$ cat src/rtl/tomasulo_pkg.sv
// tomasulo_pkg: shared CDB widths, buffer depth, tag encoding and grant type
package tomasulo_pkg;
    localparam int DATA_W = 8;
    localparam int TAG_W = 4;
    localparam int CDB_DEPTH = 2;
    localparam logic [TAG_W-1:0] TAG_NONE = '0;
    typedef enum logic {GRANT_ADD = 1'b0, GRANT_MUL = 1'b1} grant_e;
endpackage

$ cat src/rtl/cdb_arbiter_if.sv
// cdb_arbiter_if: functional-unit results in, stall and broadcast bus out
interface cdb_arbiter_if #(
    parameter int DATA_W = tomasulo_pkg::DATA_W,
    parameter int TAG_W = tomasulo_pkg::TAG_W
);
    logic add_done;
    logic [TAG_W-1:0] add_tag;
    logic [DATA_W-1:0] add_result;
    logic mul_done;
    logic [TAG_W-1:0] mul_tag;
    logic [DATA_W-1:0] mul_result;
    logic add_stall;
    logic mul_stall;
    logic cdb_valid;
    logic [TAG_W-1:0] cdb_tag;
    logic [DATA_W-1:0] cdb_value;
    logic err_overflow;
    modport master (
        output add_done, add_tag, add_result, mul_done, mul_tag, mul_result,
        input add_stall, mul_stall, cdb_valid, cdb_tag, cdb_value, err_overflow
    );
    modport slave (
        input add_done, add_tag, add_result, mul_done, mul_tag, mul_result,
        output add_stall, mul_stall, cdb_valid, cdb_tag, cdb_value, err_overflow
    );
endinterface

$ cat src/rtl/cdb_fifo.sv
// cdb_fifo: per-source result buffer; an incoming entry bypasses an empty buffer when granted
module cdb_fifo #(
    parameter int W = 12,
    parameter int DEPTH = 2
) (
    input  logic         clock,
    input  logic         reset_n,
    input  logic         wr,
    input  logic [W-1:0] wr_data,
    input  logic         rd,
    output logic         avail,
    output logic [W-1:0] head,
    output logic         full,
    output logic         drop
);
    localparam int PW = DEPTH > 1 ? $clog2(DEPTH) : 1;
    localparam int CW = $clog2(DEPTH + 1);
    logic [W-1:0] mem [DEPTH];
    logic [PW-1:0] wp, rp;
    logic [CW-1:0] cnt;
    logic empty, pop, push;
    assign empty = cnt == '0;
    assign full = cnt == CW'(DEPTH);
    assign avail = !empty || wr;
    assign head = empty ? wr_data : mem[rp];
    assign pop = rd && !empty;
    assign push = wr && !empty ? (!full || pop) : wr && !rd;
    assign drop = wr && full && !pop;
    // pointers wrap modulo DEPTH; count moves by push minus pop
    always_ff @(posedge clock or negedge reset_n) begin
        if (!reset_n) begin
            wp <= '0;
            rp <= '0;
            cnt <= '0;
        end else begin
            if (push) wp <= wp == PW'(DEPTH - 1) ? '0 : wp + 1'b1;
            if (pop) rp <= rp == PW'(DEPTH - 1) ? '0 : rp + 1'b1;
            cnt <= cnt + CW'(push) - CW'(pop);
        end
    end
    // storage needs no reset; count alone decides which entries are live
    always_ff @(posedge clock) begin
        if (push) mem[wp] <= wr_data;
    end
endmodule

$ cat src/rtl/cdb_arbiter.sv
// cdb_arbiter: round-robin merge of add/sub and mul/div results onto one registered CDB
module cdb_arbiter #(
    parameter int DATA_W = tomasulo_pkg::DATA_W,
    parameter int TAG_W = tomasulo_pkg::TAG_W,
    parameter int DEPTH = tomasulo_pkg::CDB_DEPTH
) (
    input logic         clock,
    input logic         reset_n,
    cdb_arbiter_if.slave bus
);
    import tomasulo_pkg::*;
    localparam int EW = TAG_W + DATA_W;
    logic [EW-1:0] add_head, mul_head;
    logic add_avail, mul_avail, add_drop, mul_drop, add_rd, mul_rd;
    grant_e last_grant;
    cdb_fifo #(.W(EW), .DEPTH(DEPTH)) u_add_fifo (
        .clock   (clock),
        .reset_n (reset_n),
        .wr      (bus.add_done && bus.add_tag != TAG_W'(TAG_NONE)),
        .wr_data ({bus.add_tag, bus.add_result}),
        .rd      (add_rd),
        .avail   (add_avail),
        .head    (add_head),
        .full    (bus.add_stall),
        .drop    (add_drop)
    );
    cdb_fifo #(.W(EW), .DEPTH(DEPTH)) u_mul_fifo (
        .clock   (clock),
        .reset_n (reset_n),
        .wr      (bus.mul_done && bus.mul_tag != TAG_W'(TAG_NONE)),
        .wr_data ({bus.mul_tag, bus.mul_result}),
        .rd      (mul_rd),
        .avail   (mul_avail),
        .head    (mul_head),
        .full    (bus.mul_stall),
        .drop    (mul_drop)
    );
    // grant the lone pending source, or the one not granted last when both pend
    always_comb begin
        add_rd = add_avail && (!mul_avail || last_grant == GRANT_MUL);
        mul_rd = mul_avail && !add_rd;
    end
    // broadcast register, round-robin pointer and sticky overflow flag
    always_ff @(posedge clock or negedge reset_n) begin
        if (!reset_n) begin
            bus.cdb_valid <= 1'b0;
            bus.cdb_tag <= '0;
            bus.cdb_value <= '0;
            bus.err_overflow <= 1'b0;
            last_grant <= GRANT_MUL;
        end else begin
            bus.cdb_valid <= add_rd || mul_rd;
            if (add_rd || mul_rd) begin
                {bus.cdb_tag, bus.cdb_value} <= add_rd ? add_head : mul_head;
                last_grant <= add_rd ? GRANT_ADD : GRANT_MUL;
            end
            if (add_drop || mul_drop) bus.err_overflow <= 1'b1;
        end
    end
endmodule

$ cat src/flat_wrapper.sv
// flat-port wrapper written by rule: the top's interface ports become plain ports
module cdb_arbiter_flat import tomasulo_pkg::*;
#(
    parameter int DATA_W = tomasulo_pkg::DATA_W,
    parameter int TAG_W = tomasulo_pkg::TAG_W,
    parameter int DEPTH = tomasulo_pkg::CDB_DEPTH
)
  (clock, reset_n, bus_add_done, bus_add_tag, bus_add_result, bus_mul_done, bus_mul_tag, bus_mul_result, bus_add_stall, bus_mul_stall, bus_cdb_valid, bus_cdb_tag, bus_cdb_value, bus_err_overflow);
  cdb_arbiter_if #(.DATA_W(DATA_W), .TAG_W(TAG_W)) bus_i ();
  input logic clock;
  input logic reset_n;
  input wire logic [$bits(bus_i.add_done)-1:0] bus_add_done;
  input wire logic [$bits(bus_i.add_tag)-1:0] bus_add_tag;
  input wire logic [$bits(bus_i.add_result)-1:0] bus_add_result;
  input wire logic [$bits(bus_i.mul_done)-1:0] bus_mul_done;
  input wire logic [$bits(bus_i.mul_tag)-1:0] bus_mul_tag;
  input wire logic [$bits(bus_i.mul_result)-1:0] bus_mul_result;
  output wire logic [$bits(bus_i.add_stall)-1:0] bus_add_stall;
  output wire logic [$bits(bus_i.mul_stall)-1:0] bus_mul_stall;
  output wire logic [$bits(bus_i.cdb_valid)-1:0] bus_cdb_valid;
  output wire logic [$bits(bus_i.cdb_tag)-1:0] bus_cdb_tag;
  output wire logic [$bits(bus_i.cdb_value)-1:0] bus_cdb_value;
  output wire logic [$bits(bus_i.err_overflow)-1:0] bus_err_overflow;
  assign bus_i.add_done = bus_add_done;
  assign bus_i.add_tag = bus_add_tag;
  assign bus_i.add_result = bus_add_result;
  assign bus_i.mul_done = bus_mul_done;
  assign bus_i.mul_tag = bus_mul_tag;
  assign bus_i.mul_result = bus_mul_result;
  assign bus_add_stall = bus_i.add_stall;
  assign bus_mul_stall = bus_i.mul_stall;
  assign bus_cdb_valid = bus_i.cdb_valid;
  assign bus_cdb_tag = bus_i.cdb_tag;
  assign bus_cdb_value = bus_i.cdb_value;
  assign bus_err_overflow = bus_i.err_overflow;
  cdb_arbiter #(.DATA_W(DATA_W), .TAG_W(TAG_W), .DEPTH(DEPTH)) u_core (.clock(clock), .reset_n(reset_n), .bus(bus_i));
endmodule
$ cat config.mk
export PLATFORM = sky130hd
export DESIGN_NAME = cdb_arbiter_flat
export DESIGN_NICKNAME = d
export VERILOG_FILES = /design/src/rtl/tomasulo_pkg.sv /design/src/rtl/cdb_arbiter_if.sv /design/src/rtl/cdb_fifo.sv /design/src/rtl/cdb_arbiter.sv /design/src/flat_wrapper.sv
export SDC_FILE = /design/constraint.sdc
export NUM_CORES = 1
export LEC_CHECK = 0
export ABC_CLOCK_PERIOD_IN_PS = 2100
export BUFFER_PORTS_ARGS = -buffer_cell sky130_fd_sc_hd__buf_2
export CELL_PAD_IN_SITES_DETAIL_PLACEMENT = 0
export CELL_PAD_IN_SITES_GLOBAL_PLACEMENT = 1
export CORE_MARGIN = 3
export CORE_UTILIZATION = 40
export DETAILED_ROUTE_END_ITERATION = 10
export PLACE_DENSITY_LB_ADDON = 0.1
export SLEW_MARGIN = 0
export SYNTH_ARGS = -nofsm -noshare
export SYNTH_HDL_FRONTEND = slang
export SYNTH_SLANG_ARGS = --single-unit
$ cat constraint.sdc
create_clock -name clock -period 2.1 [get_ports clock]
set_input_delay 0.105 -clock clock [delete_from_list [all_inputs] [get_ports clock]]
set_output_delay 0.105 -clock clock [all_outputs]
set_load 0.02 [all_outputs]
# Word level (Yosys, flattened, before mapping)
# Memories as Yosys holds them, arrays and structs flattened.
# Index checks and enable logic that the tools add are counted.
dict set report op_classes {
  mux 14
  n_eq_ne 2
  n_addsub 8
  reduce_logical 34
}
# op n
set ops {}
lappend ops {{two-way mux 12 bit} 3}
lappend ops {{logical AND 1 bit} 14}
lappend ops {{two-way mux 1 bit} 11}
lappend ops {{zero test 1 bit} 9}
lappend ops {{nonzero test 4 bit} 2}
lappend ops {{logical OR 1 bit} 7}
lappend ops {{adder 1 bit, second input constant} 4}
lappend ops {{adder 2 x 1 -> 2 bit} 2}
lappend ops {{equality test 2 bit, second input constant} 2}
lappend ops {{zero test 2 bit} 2}
lappend ops {{subtractor 2 x 1 -> 2 bit} 2}
dict set report totals {
  output_inout_bits 16
  reg_bits 23
  elab_cells 71
  input_bits 28
  mem_bits_rw 48
  n_memories 2
}
# name words word_bits rd rd_ports_with_merged_regs wr line
set mem_list {}
lappend mem_list {u_core.u_add_fifo.mem 2 12 1 0 1 cdb_fifo.sv:18} ;# logic [W-1:0] mem [DEPTH];
lappend mem_list {u_core.u_mul_fifo.mem 2 12 1 0 1 cdb_fifo.sv:18}

# Longest topological paths before layout
# Gate-level depths: netlist of run 1.
dict set report logic_depth {
  depth_word 13
  ltp_mapped 8
  ltp_nobuf 7
}

# Hierarchy
# Synthesis of run 1 repeated with hierarchy kept, for this count alone.
dict set report hier_totals {
  hier_cells 257
  area_unflattened_um2 3318.2
}
# module area_each_um2 seq_area_each_um2 n_inst cells_per_inst
set modules_own_cells {}
lappend modules_own_cells {cdb_fifo 1237.4 820.8 2 88}
lappend modules_own_cells {cdb_arbiter 843.3 376.6 1 81}

# Worst setup path before layout of run 1
# Ideal clock, no wire load.
dict set report synth_timing {
  path_type {reg-to-reg}
  startpoint {register u_core.u_add_fifo.cnt[1]}
  endpoint {memory u_core.u_mul_fifo.mem[1][0] (enable)}
  path_stages_with_launch 6
  path_buffers 1
  arrival_ns 1.816
  setup_slack_ns -0.097
  path_cell_list {dfrtp_1 or2_2 buf_2 o211ai_1 o211ai_1 nor2_1}
}
dict set report synth_between {
  elab_chain_len 11
  elab_cells_between_ends 13
  classes_between {3 x mux; 10 x reduce/logical}
}
# element line
set synth_rtl {}
lappend synth_rtl {{start, declared} cdb_fifo.sv:20} ;# logic [CW-1:0] cnt;
lappend synth_rtl {{start signal, assigned} cdb_fifo.sv:38} ;# cnt <= cnt + CW'(push) - CW'(pop);
lappend synth_rtl {{zero test 2 bit (*)} cdb_fifo.sv:22} ;# assign empty = cnt == '0;
lappend synth_rtl {{zero test 1 bit (*)} cdb_fifo.sv:24} ;# assign avail = !empty || wr;
lappend synth_rtl {{logical OR 1 bit (*)} cdb_fifo.sv:24}
lappend synth_rtl {{logical AND 1 bit (*)} cdb_arbiter.sv:40} ;# add_rd = add_avail && (!mul_avail || last_grant == GRANT_MUL);
lappend synth_rtl {{zero test 1 bit (*)} cdb_arbiter.sv:41} ;# mul_rd = mul_avail && !add_rd;
lappend synth_rtl {{logical AND 1 bit (*)} cdb_arbiter.sv:41}
lappend synth_rtl {{zero test 1 bit / logical AND 1 bit (equally long branches)} {cdb_fifo.sv:27, cdb_fifo.sv:26}}
lappend synth_rtl {{logical AND 1 bit / logical OR 1 bit (equally long branches)} cdb_fifo.sv:27} ;# assign push = wr && !empty ? (!full || pop) : wr && !rd;
lappend synth_rtl {{two-way mux 1 bit (*)} cdb_fifo.sv:27}
lappend synth_rtl {{two-way mux 1 bit (*)} cdb_fifo.sv:43} ;# if (push) mem[wp] <= wr_data;
lappend synth_rtl {{two-way mux 1 bit (implied by the code) (*)} cdb_fifo.sv:43}
lappend synth_rtl {{end, declared} cdb_fifo.sv:18}
# Every way passes the cells marked *; elsewhere a longest branch is shown, timed or not.

# Worst setup path in the final report of run 1
dict set report layout_timing {
  startpoint {input bus_add_tag[3]}
  endpoint {memory u_core.u_mul_fifo.mem[0][8] (enable)}
}
dict set report layout_between {
  elab_chain_len 11
  elab_cells_between_ends 13
  classes_between {3 x mux; 10 x reduce/logical}
}
# element line
set layout_rtl {}
lappend layout_rtl {{start, declared} flat_wrapper.sv:13} ;# input wire logic [$bits(bus_i.add_tag)-1:0] bus_add_tag;
lappend layout_rtl {{nonzero test 4 bit (*)} cdb_arbiter.sv:19} ;# .wr (bus.add_done && bus.add_tag != TAG_W'(TAG_NONE)),
lappend layout_rtl {{logical AND 1 bit (*)} cdb_arbiter.sv:19}
lappend layout_rtl {{logical OR 1 bit (*)} cdb_fifo.sv:24}
lappend layout_rtl {{logical AND 1 bit (*)} cdb_arbiter.sv:40}
lappend layout_rtl {{zero test 1 bit (*)} cdb_arbiter.sv:41}
lappend layout_rtl {{logical AND 1 bit (*)} cdb_arbiter.sv:41}
lappend layout_rtl {{zero test 1 bit / logical AND 1 bit (equally long branches)} {cdb_fifo.sv:27, cdb_fifo.sv:26}}
lappend layout_rtl {{logical AND 1 bit / logical OR 1 bit (equally long branches)} cdb_fifo.sv:27}
lappend layout_rtl {{two-way mux 1 bit (*)} cdb_fifo.sv:27}
lappend layout_rtl {{two-way mux 1 bit (*)} cdb_fifo.sv:43}
lappend layout_rtl {{two-way mux 1 bit (implied by the code) (*)} cdb_fifo.sv:43}
# Marked as above.

==> summary.md, run 1 <==
| Metric | Value |
|---|---|
| Detailed-routing iteration count for the pre-antenna-repair pass | `4` |
| Total inserted antenna cells | `0` |
| Top-area cell type share of the netlist area | `a little under half` |
| Proportion of synthesized chip area in sequential cells | `between 60% and 70%` |
| Instance area after placement | `3576 um^2` |
| Finished Cell Area | `between 4000 and 5000 um^2` |
| Share of total power in combinational logic | `between 40% and 50%` |
| Setup ws final | `0.05820 ns` |
| Clock latency on the worst-skew pair | `0.35 ns` |
| Number of buffers added by the clock tree synthesis step | `9` |
| Primary flip-flop cell chosen by synthesis mapping | `sky130_fd_sc_hd__edfxtp_1` |
| Outcome | `finished, final reports clean` |
| Required arrival time at the worst endpoint | `~2.2 ns` |
| Global-route wire length before repair | `about 11000 um` |
| Port Buffer Count | `43` |
| Post-CTS clock slew at the launch and capture registers of the worst setup and hold paths | `~0.07 ns` |
| Static leakage power | `1.570 nW` |
| DR DRC count | `0` |
| Core Area | `roughly 7400 um^2` |
| Cell types with the largest area share after synthesis | `sky130_fd_sc_hd__edfxtp_1 (46%), sky130_fd_sc_hd__dfrtp_1 (18%), sky130_fd_sc_hd__mux2i_1 (7.4%)` |
| Biggest area consumer among synthesized cells | `sky130_fd_sc_hd__edfxtp_1` |
| Maximum level of the CTS H-tree | `3` |
| Total net switching power | `~2.2 mW` |
| Total number of placement rows | `31` |
| Total global routing overflow | `0` |
| Logic depth of the worst register-to-register path | `6` |
| Final routed wirelength across all metal layers | `around 7000 um` |
| Kind of start point of the critical path | `primary input` |
| Routed vias/inst | `5.169` |
| Netlist cell types | `39` |
| Path class of the lowest-slack min-delay path | `primary input to flop` |
| Switching Share | `a little under two fifths` |
| Share of total power in the clock network | `between 10% and 20%` |
| Yosys warning total | `0` |
| Count of flip-flops with a built-in enable after synthesis | `48` |
| Effective utilization at floorplan | `between 40% and 50%` |
| Antenna violations before repair | `0` |
| Commonest cells in the netlist | `sky130_fd_sc_hd__edfxtp_1 (48), sky130_fd_sc_hd__nor2_1 (24), sky130_fd_sc_hd__mux2i_1 (23), sky130_fd_sc_hd__dfrtp_1 (22)` |
| Vias in the first global route | `2213` |
| CTS root buf | `sky130_fd_sc_hd__clkbuf_8` |
| Height of the die | `approximately 94 um` |
| Reg power frac | `between 30% and 40%` |
| Max Transition Viols Final | `0` |
| Syn-to-layout area delta | `28.18%` |
| Total I/O pin count | `44` |
| Post-DRT Antenna Nets | `0` |
| Internal power | `3.672 mW` |
| Tot GR Track Use | `roughly 17%` |
| Max frequency | `489.8 MHz` |
| NumNets Final | `around 340` |
| TritonCTS Sinks | `71` |
| Critical path data arrival time | `~2.1 ns` |
| Routed via count | `about 2.1k` |
| Post-route minimum period | `2.042 ns` |
| Total power density per cell area | `roughly 1500 nW/um^2` |
| First DRT Iteration DRCs | `just under 90` |
| Gpl congestion | `0.8116` |
| Mapped Avg Cell Area | `about 14 um^2` |
| CTS tree | `yes` |
| Worst slew pin tran | `0.5432 ns` |
| Number of stages on the worst hold path | `1` |
| Worst slew slack as a fraction of its limit | `a little under two thirds` |
| Horizontal die dimension | `approximately 94 um` |
| Largest fanout on the critical path | `6` |
| Final HPWL from detailed placement | `approximately 4800 um` |
| Maximum VDD drop | `0.0008014 V` |
| Share of final-layout standard cells stronger than drive strength 1 | `between 30% and 40%` |
| Number of violations of the max-capacitance limit | `0` |
| Final total negative setup slack | `0 ns` |
| Total Power | `slightly below 6 mW` |
| Critical path class | `primary input to flop` |
| Post-Route Utilization | `a little over half` |
| Number of storage elements in the synthesis netlist | `between 70 and 80` |
| Top-count cell post-synth | `sky130_fd_sc_hd__edfxtp_1` |
| Worst slack, placed | `about 0.21 ns` |
| Fraction of the cycle the final worst path needs | `97.23%` |
| Setup Viol. Count Final | `0` |
| Maximum number of pins on one net before global-route repair | `24` |
| Hold Fails Final Rpt | `0` |
| Number of nets produced by synthesis | `about 250` |
| Setup clock skew after layout | `between 0.006 and 0.007 ns` |
| Wire length per cell | `16.93 um` |
| Post-synthesis async set-or-reset flop share | `about 32%` |
| Gate Count Post-Synth | `approximately 220` |
| Area of the mapped netlist | `3125 um^2` |
| Nature of the critical path endpoint | `flop` |
| Buffers from clock root to sink, at most | `2` |
| Die ar. | `between 8000 and 9000 um^2` |
==> flip-flops by register name, summed over array words and instances, names as in the netlist <==
signal,cells
u_core.u_add_fifo.mem,24
u_core.u_mul_fifo.mem,24
u_core.bus.cdb_value,8
u_core.bus.cdb_tag,4
u_core.u_add_fifo.cnt,2
u_core.u_mul_fifo.cnt,2
u_core.bus.cdb_valid,1
u_core.bus.err_overflow,1
u_core.last_grant,1
u_core.u_add_fifo.rp,1
u_core.u_add_fifo.wp,1
u_core.u_mul_fifo.rp,1
u_core.u_mul_fifo.wp,1
==> what timing repair did <==
action	CTS	global route
setup buffers	0	1
endpoints found under the hold margin	61	0
hold buffers	21	0
setup endpoints to repair	0	25
gates resized for setup	0	7
==> logic make-up after synthesis <==
group	after synthesis	synth area share, %
adder cells (fa/ha/maj)	2	0.8005
XOR/XNOR	8	2.242
flip-flops	71	64.57
AND/OR/NAND/NOR	43	6.446
buffers and inverters	16	2.202
multiplexers	25	8.086
AO/OA/AOI/OAI	59	15.65
==> layout by cell type, fill, tap and decap left out, types with 9 or more instances in the layout <==
cell type and count:
sky130_fd_sc_hd__clkbuf_8 9, sky130_fd_sc_hd__nor2_1 21, sky130_fd_sc_hd__a221o_1 10, sky130_fd_sc_hd__buf_2 41
sky130_fd_sc_hd__dlygate4sd3_1 21, sky130_fd_sc_hd__a21oi_1 10, sky130_fd_sc_hd__mux2i_1 23, sky130_fd_sc_hd__dfrtp_1 22
sky130_fd_sc_hd__edfxtp_1 48, sky130_fd_sc_hd__buf_4 15
==> final cells by class <==
cell class,count,area (um^2)
inverters,4,15.01
multi-input cells,137,1050
clock buffers,10,127.6
fillers,642,3402
well taps,99,123.9
repair buffers,82,601.8
clock inverters,6,70.07
flip-flops and latches,71,2018
==> per-stage QoR <==
step	hold WS, ns	instances
4_1_cts	0.02175	409
3_5_place_dp	0.1272	372
2_1_floorplan	-0.1906	224
3_3_place_gp	0.1178	372
6_report	0.03154	409
5_1_grt	0.01943	409
==> path summary, 6_finish.rpt <==
path / from / endpoint / slack, ns
hold / removal: bus_mul_tag[3] / u_core.u_mul_fifo.mem[0][11] / 0.03
max in group asynchronous: reset_n / u_core.last_grant / 1.46
min in group asynchronous: reset_n / u_core.bus.cdb_value[5] / 0.27
setup / recovery: bus_add_tag[3] / u_core.u_mul_fifo.mem[0][8] / 0.06
setup reg to reg: u_core.last_grant / u_core.u_mul_fifo.cnt[1] / 0.18
hold reg to reg: u_core.bus.cdb_value[1] / u_core.bus.cdb_value[1] / 0.52
==> per-layer routing <==
layer	global-route usage, %	part of all wire (%)	vias to the layer above
met3	3.984	4.1	13
met5	0	0	-
met1	22.67	46	1023
met2	26.95	48	45
li1	-	-	1033
met4	6.980	1.9	0
==> critical path, cell delays in order <==
cell and delay [ns]:
sky130_fd_sc_hd__dlygate4sd3_1 0.54, sky130_fd_sc_hd__buf_2 0.16, sky130_fd_sc_hd__o41a_1 0.47, sky130_fd_sc_hd__o211ai_1 0.22, sky130_fd_sc_hd__o211ai_1 0.18, sky130_fd_sc_hd__nor2_2 0.25
sky130_fd_sc_hd__buf_6 0.17
==> power groups by stage <==
stage / Sequential [mW] / Clock [mW] / Combinational [mW]
after floorplan: 2.36 / 0 / 1.58
after global placement: 2.29 / 0 / 2.49
after detailed placement: 2.29 / 0 / 2.49
after CTS: 2.26 / 1.10 / 2.54
after global routing: 2.33 / 1.17 / 2.81
final: 2.27 / 1.08 / 2.53
Note: power is estimated with default switching activity, not from simulation.
==> run 2, diff against run 1 <==
- CELL_PAD_IN_SITES_DETAIL_PLACEMENT: 0 -> unset
- CELL_PAD_IN_SITES_GLOBAL_PLACEMENT: 1 -> unset
- PLACE_DENSITY_LB_ADDON: 0.1 -> unset
==> summary.md, run 2 (synthesized netlist as in run 1, its figures left out) <==
| Metric | Value |
|---|---|
| Global-route wire length before repair | `about 11000 um` |
| Final routed wirelength across all metal layers | `6609 um` |
| Total power density per cell area | `1467 nW/um^2` |
| Detailed-routing iteration count for the pre-antenna-repair pass | `5` |
| Registers with the most flip-flops | `u_core.u_add_fifo.mem: 24 flops, u_core.u_mul_fifo.mem: 24 flops, u_core.bus.cdb_value: 8 flops` |
| Effective utilization at floorplan | `42.19%` |
| Setup Viol. Count Final | `0` |
| NumNets Final | `329` |
| Tot GR Track Use | `16.26%` |
| Final HPWL from detailed placement | `between 4000 and 5000 um` |
| Storage element area | `2018 um^2` |
| TritonCTS Sinks | `between 70 and 80` |
| First DRT Iteration DRCs | `106` |
| Post-route minimum period | `about 1.9 ns` |
| Worst slew pin tran | `around 0.54 ns` |
| Height of the die | `94.40 um` |
| Worst slack, placed | `0.2300 ns` |
| Maximum number of pins on one net before global-route repair | `26` |
| Filler Cells Inserted | `between 600 and 700` |
| Total inserted antenna cells | `0` |
| Hold Fails Final Rpt | `0` |
| Critical path class | `flop to flop` |
| Setup clock skew after layout | `0.009843 ns` |
| Maximum level of the CTS H-tree | `3` |
| Required arrival time at the worst endpoint | `roughly 2.1 ns` |
| Total I/O pin count | `44` |
| Total setup buffers inserted after CTS | `0` |
| Fraction of the cycle the final worst path needs | `89.22%` |
| Total global routing overflow | `0` |
| Number of hold buffers added after CTS | `17` |
| Antenna violations before repair | `0` |
| Post-Route Utilization | `a little over half` |
| Maximum VDD drop | `around 0.00067 V` |
| Core Area | `7408 um^2` |
| Buffers from clock root to sink, at most | `2` |
| Vias in the first global route | `a little over 2k` |
| Outcome | `finished, final reports clean` |
| Routed vias/inst | `5.241` |
| RSZ-0062 raised after global routing | `no` |
| Leading cell type in the layout, fill and taps excluded | `sky130_fd_sc_hd__edfxtp_1` |
| Area of combinational cells with multiple inputs | `around 1000 um^2` |
| Gpl congestion | `~0.86` |
| Max Transition Viols Final | `0` |
| Kind of start point of the critical path | `flop` |
| Leading cell types in the layout, fill and taps excluded | `sky130_fd_sc_hd__edfxtp_1 (48), sky130_fd_sc_hd__buf_2 (43), sky130_fd_sc_hd__mux2i_1 (23), sky130_fd_sc_hd__nor2_1 (22), sky130_fd_sc_hd__dfrtp_1 (22)` |
| Post-CTS clock slew at the launch and capture registers of the worst setup and hold paths | `approximately 0.070 ns` |
| Number of cells upsized or downsized after cts | `0` |
| Number of buffers added by the clock tree synthesis step | `9` |
| Post-DRT Antenna Nets | `0` |
| Path class of the lowest-slack min-delay path | `primary input to flop` |
| Syn-to-layout area delta | `24.62%` |
| Number of violations of the max-capacitance limit | `0` |
| Die ar. | `8910 um^2` |
| Setup ws final | `0.2265 ns` |
| Wire length per cell | `between 15 and 20 um` |
| Largest fanout on the critical path | `12` |
| Routed via count | `2112` |
| Critical path data arrival time | `1.91 ns` |
| Total number of placement rows | `31` |
| Port Buffer Count | `43` |
| Max frequency | `about 530 MHz` |
| Clock latency on the worst-skew pair | `around 0.34 ns` |
| Nature of the critical path endpoint | `flop` |
| Share of final-layout standard cells stronger than drive strength 1 | `roughly 30%` |
| CTS root buf | `sky130_fd_sc_hd__clkbuf_8` |
| CTS tree | `yes` |
| DR DRC count | `0` |
| Horizontal die dimension | `about 94 um` |
| Worst slew slack as a fraction of its limit | `between 60% and 70%` |
| Static leakage power | `around 1.5 nW` |
==> run 2: changes by cell type in the layout (fill, tap and decap cells not counted) <==
cell                            change
sky130_fd_sc_hd__buf_6              -3
sky130_fd_sc_hd__clkinv_4           -1
sky130_fd_sc_hd__o21ai_2            -1
sky130_fd_sc_hd__buf_4              +1
sky130_fd_sc_hd__clkinvlp_4         -1
sky130_fd_sc_hd__nor2_1             +1
sky130_fd_sc_hd__nor2_2             -1
sky130_fd_sc_hd__dlygate4sd3_1      -4
sky130_fd_sc_hd__clkinv_1           +1
sky130_fd_sc_hd__buf_2              +2
sky130_fd_sc_hd__clkbuf_1           +1
sky130_fd_sc_hd__o21ai_1            +1
sky130_fd_sc_hd__buf_12             -2
==> run 2: layout make-up <==
type	instances	share of cell area [%]
Clock buffer	11	3.373
Clock inverter	5	1.478
Inverter	4	0.3855
Multi-Input combinational cell	137	26.79
Sequential cell	71	51.82
Tap cell	99	3.180
Timing Repair Buffer	76	12.98
==> run 2: path summary, 6_finish.rpt <==
path                       slack, ns                     start                      endpoint  cells past startpoint
min in group asynchronous       0.28                   reset_n       u_core.bus.cdb_value[1]                      2
min reg2reg                     0.51      u_core.u_mul_fifo.wp          u_core.u_mul_fifo.wp                      1
max                             0.23  u_core.u_mul_fifo.cnt[1]  u_core.u_add_fifo.mem[1][11]                      5
max reg2reg                     0.23  u_core.u_mul_fifo.cnt[1]  u_core.u_add_fifo.mem[1][11]                      5
min                             0.02            bus_add_tag[3]  u_core.u_add_fifo.mem[1][11]                      1
max in group asynchronous       1.45                   reset_n             u_core.last_grant                      2
==> run 2: metrics by stage <==
stage,area [um^2],cells,TNS (ns),hold slack (ns),total power [mW]
2_1_floorplan,3132,224,-2.319,-0.1906,3.943
3_3_place_gp,3536,370,0,0.1237,4.673
3_5_place_dp,3536,370,0,0.1266,4.700
4_1_cts,3895,403,0,0.006506,5.783
5_1_grt,3895,403,0,0.02648,6.124
6_report,3895,403,0,0.01934,5.714
==> run 2: where the power goes <==
part	internal [mW]	switching [mW]	total, mW	leakage, nW
registers	2.02	0.243	2.26	0.711
logic	1.01	1.40	2.40	0.731
clock network	0.550	0.501	1.05	0.0876
total	3.57	2.14	5.71	1.53
==> run 2: metal layers <==
layer	track usage, %	up-vias	wire length (um)
met5	0	-	0
met4	7.100	0	115
met3	2.869	12	345
met2	23.82	60	3130
met1	23.76	1015	3017
li1	-	1025	-
==> run 2: critical path, cell delays in order, from the launching register on <==
cell and delay (ns):
sky130_fd_sc_hd__dfrtp_1 0.42, sky130_fd_sc_hd__or2_2 0.42, sky130_fd_sc_hd__o211ai_1 0.20, sky130_fd_sc_hd__o211ai_1 0.20
sky130_fd_sc_hd__nor2_2 0.12, sky130_fd_sc_hd__buf_4 0.21
